===== src/rtl/cache_line_mem_master.sv =====
`default_nettype none
// +--------------------------------------------------------------------------+
// | Module      : cache_line_mem_master                                      |
// | Description : Line-granular initiator for a word-wide memory bank.       |
// |               Serialises writebacks and assembles fills one word at a    |
// |               time, with a per-word timeout abort.                       |
// | Revision    : 1.0 - initial release                                      |
// +--------------------------------------------------------------------------+
module cache_line_mem_master #(
  parameter int WORD_SIZE      = 32,
  parameter int ADDR_WIDTH     = 8,
  parameter int WORDS_PER_LINE = 4,
  parameter int TIMEOUT        = 15
) (
  input  logic                                           clock_i,
  input  logic                                           reset_i,
  input  logic                                           req_valid_i,
  output logic                                           req_ready_o,
  input  logic [1:0]                                     req_op_i,
  input  logic [ADDR_WIDTH-$clog2(WORDS_PER_LINE)-1:0]   req_fill_addr_i,
  input  logic [ADDR_WIDTH-$clog2(WORDS_PER_LINE)-1:0]   req_wb_addr_i,
  input  logic [WORD_SIZE*WORDS_PER_LINE-1:0]            req_wdata_i,
  output logic                                           resp_valid_o,
  output logic                                           resp_error_o,
  output logic [WORD_SIZE*WORDS_PER_LINE-1:0]            resp_rdata_o,
  output logic                                           busy_o,
  output logic                                           mem_rd_o,
  output logic                                           mem_wr_o,
  output logic [ADDR_WIDTH-1:0]                          mem_addr_o,
  output logic [WORD_SIZE-1:0]                           mem_wdata_o,
  input  logic [WORD_SIZE-1:0]                           mem_rdata_i,
  input  logic                                           mem_ready_i
);

  localparam int OFF_W  = $clog2(WORDS_PER_LINE);
  localparam int LINE_W = ADDR_WIDTH - OFF_W;
  localparam int DATA_W = WORD_SIZE * WORDS_PER_LINE;
  localparam int CNT_W  = $clog2(TIMEOUT + 1);

  localparam logic [OFF_W-1:0] LAST_IDX = OFF_W'(WORDS_PER_LINE - 1);
  localparam logic [CNT_W-1:0] CNT_LAST = CNT_W'(TIMEOUT - 1);

  typedef enum logic [2:0] {
    S_IDLE     = 3'd0,
    S_WB_ISSUE = 3'd1,
    S_WB_WAIT  = 3'd2,
    S_RD_ISSUE = 3'd3,
    S_RD_WAIT  = 3'd4,
    S_DONE     = 3'd5
  } state_t;

  state_t              state_q;
  logic [OFF_W-1:0]    idx_q;
  logic [CNT_W-1:0]    cnt_q;
  logic                fill_after_wb_q;
  logic [LINE_W-1:0]   fill_addr_q;
  logic [LINE_W-1:0]   wb_addr_q;
  logic [DATA_W-1:0]   wdata_q;
  logic [DATA_W-1:0]   resp_rdata_q;
  logic                req_ready_q;
  logic                resp_valid_q;
  logic                resp_error_q;
  logic                busy_q;
  logic                mem_rd_q;
  logic                mem_wr_q;
  logic [ADDR_WIDTH-1:0] mem_addr_q;
  logic [WORD_SIZE-1:0]  mem_wdata_q;

  logic [OFF_W-1:0]     idx_inc_d;
  logic [WORD_SIZE-1:0] wb_next_word_d;

  // Next word index and the victim word that goes with it.
  always_comb begin
    idx_inc_d      = idx_q + OFF_W'(1);
    wb_next_word_d = wdata_q[int'(idx_inc_d)*WORD_SIZE +: WORD_SIZE];
  end

  // Request sequencing FSM; every output is registered alongside the state.
  always_ff @(posedge clock_i or posedge reset_i) begin
    if (reset_i) begin
      state_q         <= S_IDLE;
      idx_q           <= '0;
      cnt_q           <= '0;
      fill_after_wb_q <= 1'b0;
      fill_addr_q     <= '0;
      wb_addr_q       <= '0;
      wdata_q         <= '0;
      resp_rdata_q    <= '0;
      req_ready_q     <= 1'b1;
      resp_valid_q    <= 1'b0;
      resp_error_q    <= 1'b0;
      busy_q          <= 1'b0;
      mem_rd_q        <= 1'b0;
      mem_wr_q        <= 1'b0;
      mem_addr_q      <= '0;
      mem_wdata_q     <= '0;
    end else begin
      // Strobes and the completion pulse last a single cycle.
      mem_rd_q     <= 1'b0;
      mem_wr_q     <= 1'b0;
      resp_valid_q <= 1'b0;
      resp_error_q <= 1'b0;
      case (state_q)
        S_IDLE: begin
          // Op 00 is not a request; it is never accepted.
          if (req_valid_i && (req_op_i != 2'b00)) begin
            fill_after_wb_q <= req_op_i[0];
            fill_addr_q     <= req_fill_addr_i;
            wb_addr_q       <= req_wb_addr_i;
            wdata_q         <= req_wdata_i;
            idx_q           <= '0;
            req_ready_q     <= 1'b0;
            busy_q          <= 1'b1;
            if (req_op_i[1]) begin
              state_q     <= S_WB_ISSUE;
              mem_wr_q    <= 1'b1;
              mem_addr_q  <= {req_wb_addr_i, {OFF_W{1'b0}}};
              mem_wdata_q <= req_wdata_i[WORD_SIZE-1:0];
            end else begin
              state_q    <= S_RD_ISSUE;
              mem_rd_q   <= 1'b1;
              mem_addr_q <= {req_fill_addr_i, {OFF_W{1'b0}}};
            end
          end
        end
        S_WB_ISSUE: begin
          state_q <= S_WB_WAIT;
          cnt_q   <= '0;
        end
        S_WB_WAIT: begin
          if (mem_ready_i) begin
            if (idx_q == LAST_IDX) begin
              if (fill_after_wb_q) begin
                state_q    <= S_RD_ISSUE;
                idx_q      <= '0;
                mem_rd_q   <= 1'b1;
                mem_addr_q <= {fill_addr_q, {OFF_W{1'b0}}};
              end else begin
                state_q      <= S_DONE;
                resp_valid_q <= 1'b1;
              end
            end else begin
              state_q     <= S_WB_ISSUE;
              idx_q       <= idx_inc_d;
              mem_wr_q    <= 1'b1;
              mem_addr_q  <= {wb_addr_q, idx_inc_d};
              mem_wdata_q <= wb_next_word_d;
            end
          end else if (cnt_q == CNT_LAST) begin
            state_q      <= S_DONE;
            resp_valid_q <= 1'b1;
            resp_error_q <= 1'b1;
          end else begin
            cnt_q <= cnt_q + CNT_W'(1);
          end
        end
        S_RD_ISSUE: begin
          state_q <= S_RD_WAIT;
          cnt_q   <= '0;
        end
        S_RD_WAIT: begin
          if (mem_ready_i) begin
            resp_rdata_q[int'(idx_q)*WORD_SIZE +: WORD_SIZE] <= mem_rdata_i;
            if (idx_q == LAST_IDX) begin
              state_q      <= S_DONE;
              resp_valid_q <= 1'b1;
            end else begin
              state_q    <= S_RD_ISSUE;
              idx_q      <= idx_inc_d;
              mem_rd_q   <= 1'b1;
              mem_addr_q <= {fill_addr_q, idx_inc_d};
            end
          end else if (cnt_q == CNT_LAST) begin
            state_q      <= S_DONE;
            resp_valid_q <= 1'b1;
            resp_error_q <= 1'b1;
          end else begin
            cnt_q <= cnt_q + CNT_W'(1);
          end
        end
        S_DONE: begin
          state_q     <= S_IDLE;
          req_ready_q <= 1'b1;
          busy_q      <= 1'b0;
        end
        default: begin
          state_q     <= S_IDLE;
          req_ready_q <= 1'b1;
          busy_q      <= 1'b0;
        end
      endcase
    end
  end

  assign req_ready_o  = req_ready_q;
  assign resp_valid_o = resp_valid_q;
  assign resp_error_o = resp_error_q;
  assign resp_rdata_o = resp_rdata_q;
  assign busy_o       = busy_q;
  assign mem_rd_o     = mem_rd_q;
  assign mem_wr_o     = mem_wr_q;
  assign mem_addr_o   = mem_addr_q;
  assign mem_wdata_o  = mem_wdata_q;

endmodule
`default_nettype wire


===== config.mk =====
export PLATFORM = sky130hd
export DESIGN_NAME = cache_line_mem_master
export DESIGN_NICKNAME = d
export VERILOG_FILES = /design/src/rtl/cache_line_mem_master.sv
export SDC_FILE = /design/constraint.sdc
export NUM_CORES = 1
export LEC_CHECK = 0
export CORE_ASPECT_RATIO = 0.6
export CORE_MARGIN = 5
export CORE_UTILIZATION = 30
export DETAILED_ROUTE_END_ITERATION = 7
export GPL_TIMING_DRIVEN = 0
export SLEW_MARGIN = 20
export SYNTH_ARGS = -nofsm -noshare
export SYNTH_HDL_FRONTEND = slang
export SYNTH_SLANG_ARGS = --single-unit

===== constraint.sdc =====
create_clock -name clock_i -period 15.1 [get_ports clock_i]
set_clock_uncertainty 0.1 [all_clocks]
set_input_delay 3.775 -clock clock_i [delete_from_list [all_inputs] [get_ports clock_i]]
set_output_delay 3.775 -clock clock_i [all_outputs]
set_load 0.02 [all_outputs]

* Word level (Yosys, flattened, before mapping)
Cells that the tools add are included.
** Cells by class
- Add/sub/neg operators :: 3
- Equality and inequality tests :: 15
- Shift operators :: 3
- Mux-type cells :: 57
- Bitwise operators :: 1
- Reduce and logical (&&, ||, !) cells :: 15
** Operator list (number)
- $bwmux 128 :: 1
- $mux 32 :: 4
- $shift 32x33->128 const A :: 1
- $shiftx 128x8->32 :: 1
- $shiftx 32x33->128 :: 1
- $pmux 32 s2 :: 1
- $mux 8 :: 7
- $neg 7->33 :: 1
- $pmux 8 s3 :: 1
- $mux 3 :: 7
- $mux 1 :: 19
- $ne 2x2->1 const B :: 8
- $pmux 3 s5 :: 1
- $mux 2 :: 7
- $mux 4 :: 2
- $pmux 1 s2 :: 4
- $pmux 4 s2 :: 1
- $eq 3x2->1 const B :: 2
- $pmux 2 s3 :: 1
- $reduce_and 2->1 :: 3
- $reduce_and 6->1 :: 1
- $reduce_bool 2->1 :: 3
- $reduce_and 5->1 :: 1
- $add 4x1->4 const B :: 1
- other kinds (14) :: 15
** Word-level totals
- Register bits after elaboration :: 324
- Input port bits :: 178

* Logic depth before layout (Yosys ltp)
- Depth after elaboration :: 5
- Mapped depth :: 8

* Worst setup path after synthesis
Ideal clock, no wire load.
- Path kind :: input port to flip-flop
- Start point :: input req_valid_i
- End point :: register fill_addr_q[5]
- Library setup time :: 0.127 ns
- Arrival :: 4.870 ns
- Data required time :: 14.873 ns
- Setup slack :: 10.002 ns
- Stages on the path :: 6
- Path buffers :: 3
- Cells stage by stage :: nor4b_4 > o21a_1 > buf_4 > buf_8 > buf_8 > mux2_1
** On the way
- Cells in the longest elaborated chain, start to end :: 2
** RTL lines
- from (decl) :: RTL line 17 : input logic req_valid_i,
- $logic_and 1x1->1 :: RTL line 106 : if (req_valid_i && (req_op_i != 2'b00)) begin
- $reduce_and 2->1 (no source line)
- to (signal assigned) :: RTL line 108 : fill_addr_q <= req_fill_addr_i;
- to (decl) :: RTL line 56 : logic [LINE_W-1:0] fill_addr_q;
Every way passes these cells.
A chain may end at the register's enable or synchronous reset.

* Worst setup path in the final report
- Start point :: input req_op_i[1]
- End point :: register mem_wdata_q[1] (netlist: mem_wdata_o[1])
** On the way
- Cells in the longest elaborated chain, start to end :: 4
** RTL lines
- from (decl) :: RTL line 19 : input logic [1:0] req_op_i,
- $reduce_bool 2->1 :: RTL line 106
- $logic_and 1x1->1 :: RTL line 106
- $ne 2x2->1 (no source line)
- $reduce_and 5->1 (no source line) (*)
- to (signal assigned) :: RTL line 118 : mem_wdata_q <= req_wdata_i[WORD_SIZE-1:0];
- to (signal assigned) :: RTL line 147 : mem_wdata_q <= wb_next_word_d;
- to (decl) :: RTL line 67 : logic [WORD_SIZE-1:0] mem_wdata_q;
Every way passes the cells marked *; elsewhere a longest branch is shown, timed or not.

==> impl_metrics.toml <==
[worst_hold_path]
worstHoldPathCells = 2
min_from = "resp_rdata_o[79]"
worstHoldPathType = "reg -> reg"
whs_endpoint = "resp_rdata_o[79]"

[final_layout]
n_fill_cell = 4372
drive_gt1_share_pct = 11.8
area_growth_pct = 40.1
final_cells = 2246
nets = 1775

[synth]
syn_avg_cell_area_um2 = 11.6
synth_seq_cells = 322
synth_top_family_by_area = "multiplexers"
synth_xor_xnor_area_share_pct = 0
synth_edf_count = 0
muxShareOfSynthArea_pct = 18.2
syn-num-nets = 1385
postSynthCellCount = 1200
ys_top_cells_by_area = "dfrtp_1 (58%), mux2_1 (7.9%), nand2_1 (7.5%)"
netlist_area_um2 = 13900
synth.distinct_cells = 50
synthFlopType = "dfrtp_1"
synthDominantCellAreaShare_pct = 57.8
synth_compound_area_share_pct = 8.15
yosysSeqAreaShare_pct = 58.0
synthSimpleGateAreaFrac_pct = 11.4
synth_top_cell_by_area = "dfrtp_1"
synthAdderAreaFrac_pct = 0.630
synth_warnings = 0
async_flop_share_pct = 100

[cts]
cts_buffers = 34
clkSlewWorstSetupHoldPaths_ps = 60
clock_latency_ps = 520
post-cts-setup-buffers = 0
cts_tree = "yes"
cts_resized = 0
numClockSinks = 322
root_buffer = "clkbuf_16"
htree_levels = 2
clk_path_buf_depth = 3
ctsHoldBuffers = 0

[route]
route.vias.total = 10900
dr.first_iter.drc_count = 636
postRouteAntennaNets = 0
drc_errors = 0
routed_wl_mm = 46.5
firstDrtPassIters = 6
vias_per_cell = 4.86
wl_per_cell_um = 20.7

[timing]
fin_ws_ps = 9350
rsz0062_at_grt = "no"
hold_viol = 0
period_share_pct = 38.1
setup_viol_count_final = 0
slew_violations = 0
tns_ps = 0
fmax_ghz = 0.174
min_period_ps = 5750
tightest_slew_ps = 868
slew_headroom_pct = 42.1

[setup_path]
regToRegSetupSlack_ps = 11980
cp.required_ps = 15400
critical_path_class = "in -> reg"
worstRegToRegCells = 8
r2r_end = "resp_rdata_o[67]"
worstPathMaxFanout = 10
crit_arrival_ps = 6050
endpoint_kind = "flip-flop"
cp-start-kind = "primary input"
r2r-start = "idx_q[0]"

[power_and_ir_drop]
cellPowerDensity_nw_per_um2 = 180
peakVddDrop_mv = 0.0860
p_leak_nw = 7.81
total_power_w = 0.00350

[grt]
grt_first_pass_wirelength_mm = 70.5
grt_pass1_vias = 11400
antenna_found_initial = 6
grt_use_total_pct = 17.9
overflow = 0
grt_max_degree = 107

[floorplanning]
die-area_um2 = 50900
die_h_um = 177
core_um2 = 46100
initial_core_util_pct = 30.2
dieWidth_um = 288
ios = 352
num_rows = 61

[place]
place_ws_ps = 8800
gp_congestion = 0.810
portBuffers = 351
post-dp-hpwl_mm = 33.7
dpl.cell_count = 2184

[flow_run]
max_cap_viol_count = 0

[run_status]
status = "complete, no violations"
## registers in the layout, indices dropped and copies added (netlist names), 3 cells and up
register	count
cnt_q	4
fill_addr_q	6
mem_addr_o	7
mem_wdata_o	32
resp_rdata_o	128
state_q	3
wb_addr_q	6
wdata_q	128
## synthesized netlist by cell type, types with 2 or more instances
master,n
dfrtp_1,321
nand2_1,277
mux2_1,97
o21ai_0,78
o21ai_1,58
mux2_2,55
clkbuf_1,50
nor2_1,38
o22ai_1,38
nor3_1,36
mux4_2,32
buf_2,21
a21oi_1,12
buf_8,10
mux2i_1,10
ha_1,7
inv_1,6
buf_4,4
a21o_1,3
a31oi_1,3
and3_1,3
buf_1,3
nand2b_1,3
nor2b_1,3
o221ai_1,3
a2bb2oi_1,2
nand3_1,2
nand3b_1,2
nor3b_2,2
## critical path, cell delays in order
cell and delay (ps):
clkdlybuf4s50_1 540, buf_1 510, nand2_1 460, clkbuf_1 430
o22ai_1 270, nor2_1 60
## cell type report
type | instances | area [um^2] | area share [%]
inverters | 6 | 30.0 | 0.154
repair buffers | 354 | 3600 | 18.5
multi-input cells | 784 | 5350 | 27.5
clock buffers | 50 | 1030 | 5.31
flip-flops and latches | 322 | 8060 | 41.4
well taps | 630 | 788 | 4.05
clock inverters | 10 | 128 | 0.655
plain buffers | 88 | 484 | 2.49
diodes | 2 | 5.00 | 0.0257
## cell families after synthesis
group                    after synthesis
buffers and inverters                 94
adder cells (fa/ha/maj)                7
AND/OR/NAND/NOR                      378
flip-flops                           322
multiplexers                         194
AO/OA/AOI/OAI                        205
## power breakdown
part / internal [W] / switching [W] / total, W
Sequential: 0.00116 / 0.000167 / 0.00133
Clock: 0.000527 / 0.000356 / 0.000883
Combinational: 0.000647 / 0.000635 / 0.00128
Total: 0.00234 / 0.00116 / 0.00350
## through the flow
stage               cell area, um^2  utilization [%]  hold WS [ps]
finish                        19500             42.2           378
global route                  19500             42.2           390
CTS                           19500             42.2           383
detailed placement            18300             39.7           369
global placement              18200             39.5           362
floorplan                     13900                -           352
## how the worst max path moves through the flow
stage / slack (ps) / endpoint / start
floorplan: 2310 / busy_o / reset_i
global placement: -1860 / wdata_q[54] / reset_i
detailed placement: 8800 / resp_rdata_o[67] / mem_ready_i
CTS: 9340 / mem_wdata_o[12] / req_op_i[1]
global route: 9220 / resp_rdata_o[94] / mem_ready_i
finish: 9350 / mem_wdata_o[1] / req_op_i[1]
## routing by layer
layer,up-vias,global-route usage [%],routed length [um]
met4,6,3.45,549
met5,-,0,34
met3,48,4.66,3290
met2,335,29.9,22400
li1,4960,-,-
met1,5559,23.9,20200
## cell usage in the layout, fill, tap and decap left out, types with 4 or more instances in the layout
master and count:
buf_8 10, mux2i_1 10, clkbuf_16 37, mux2_1 97, mux2_2 55, dfrtp_1 321
buf_4 4, buf_2 21, nor2_1 38, clkbuf_1 57, clkinv_2 6, ha_1 7
nand2_1 277, o21ai_1 58, o22ai_1 38, clkbuf_8 6, o21ai_0 78, a21oi_1 12
mux4_2 32, inv_1 5, clkdlybuf4s50_1 351, nor3_1 35
No activity file was read; power rests on OpenSTA's default activity.
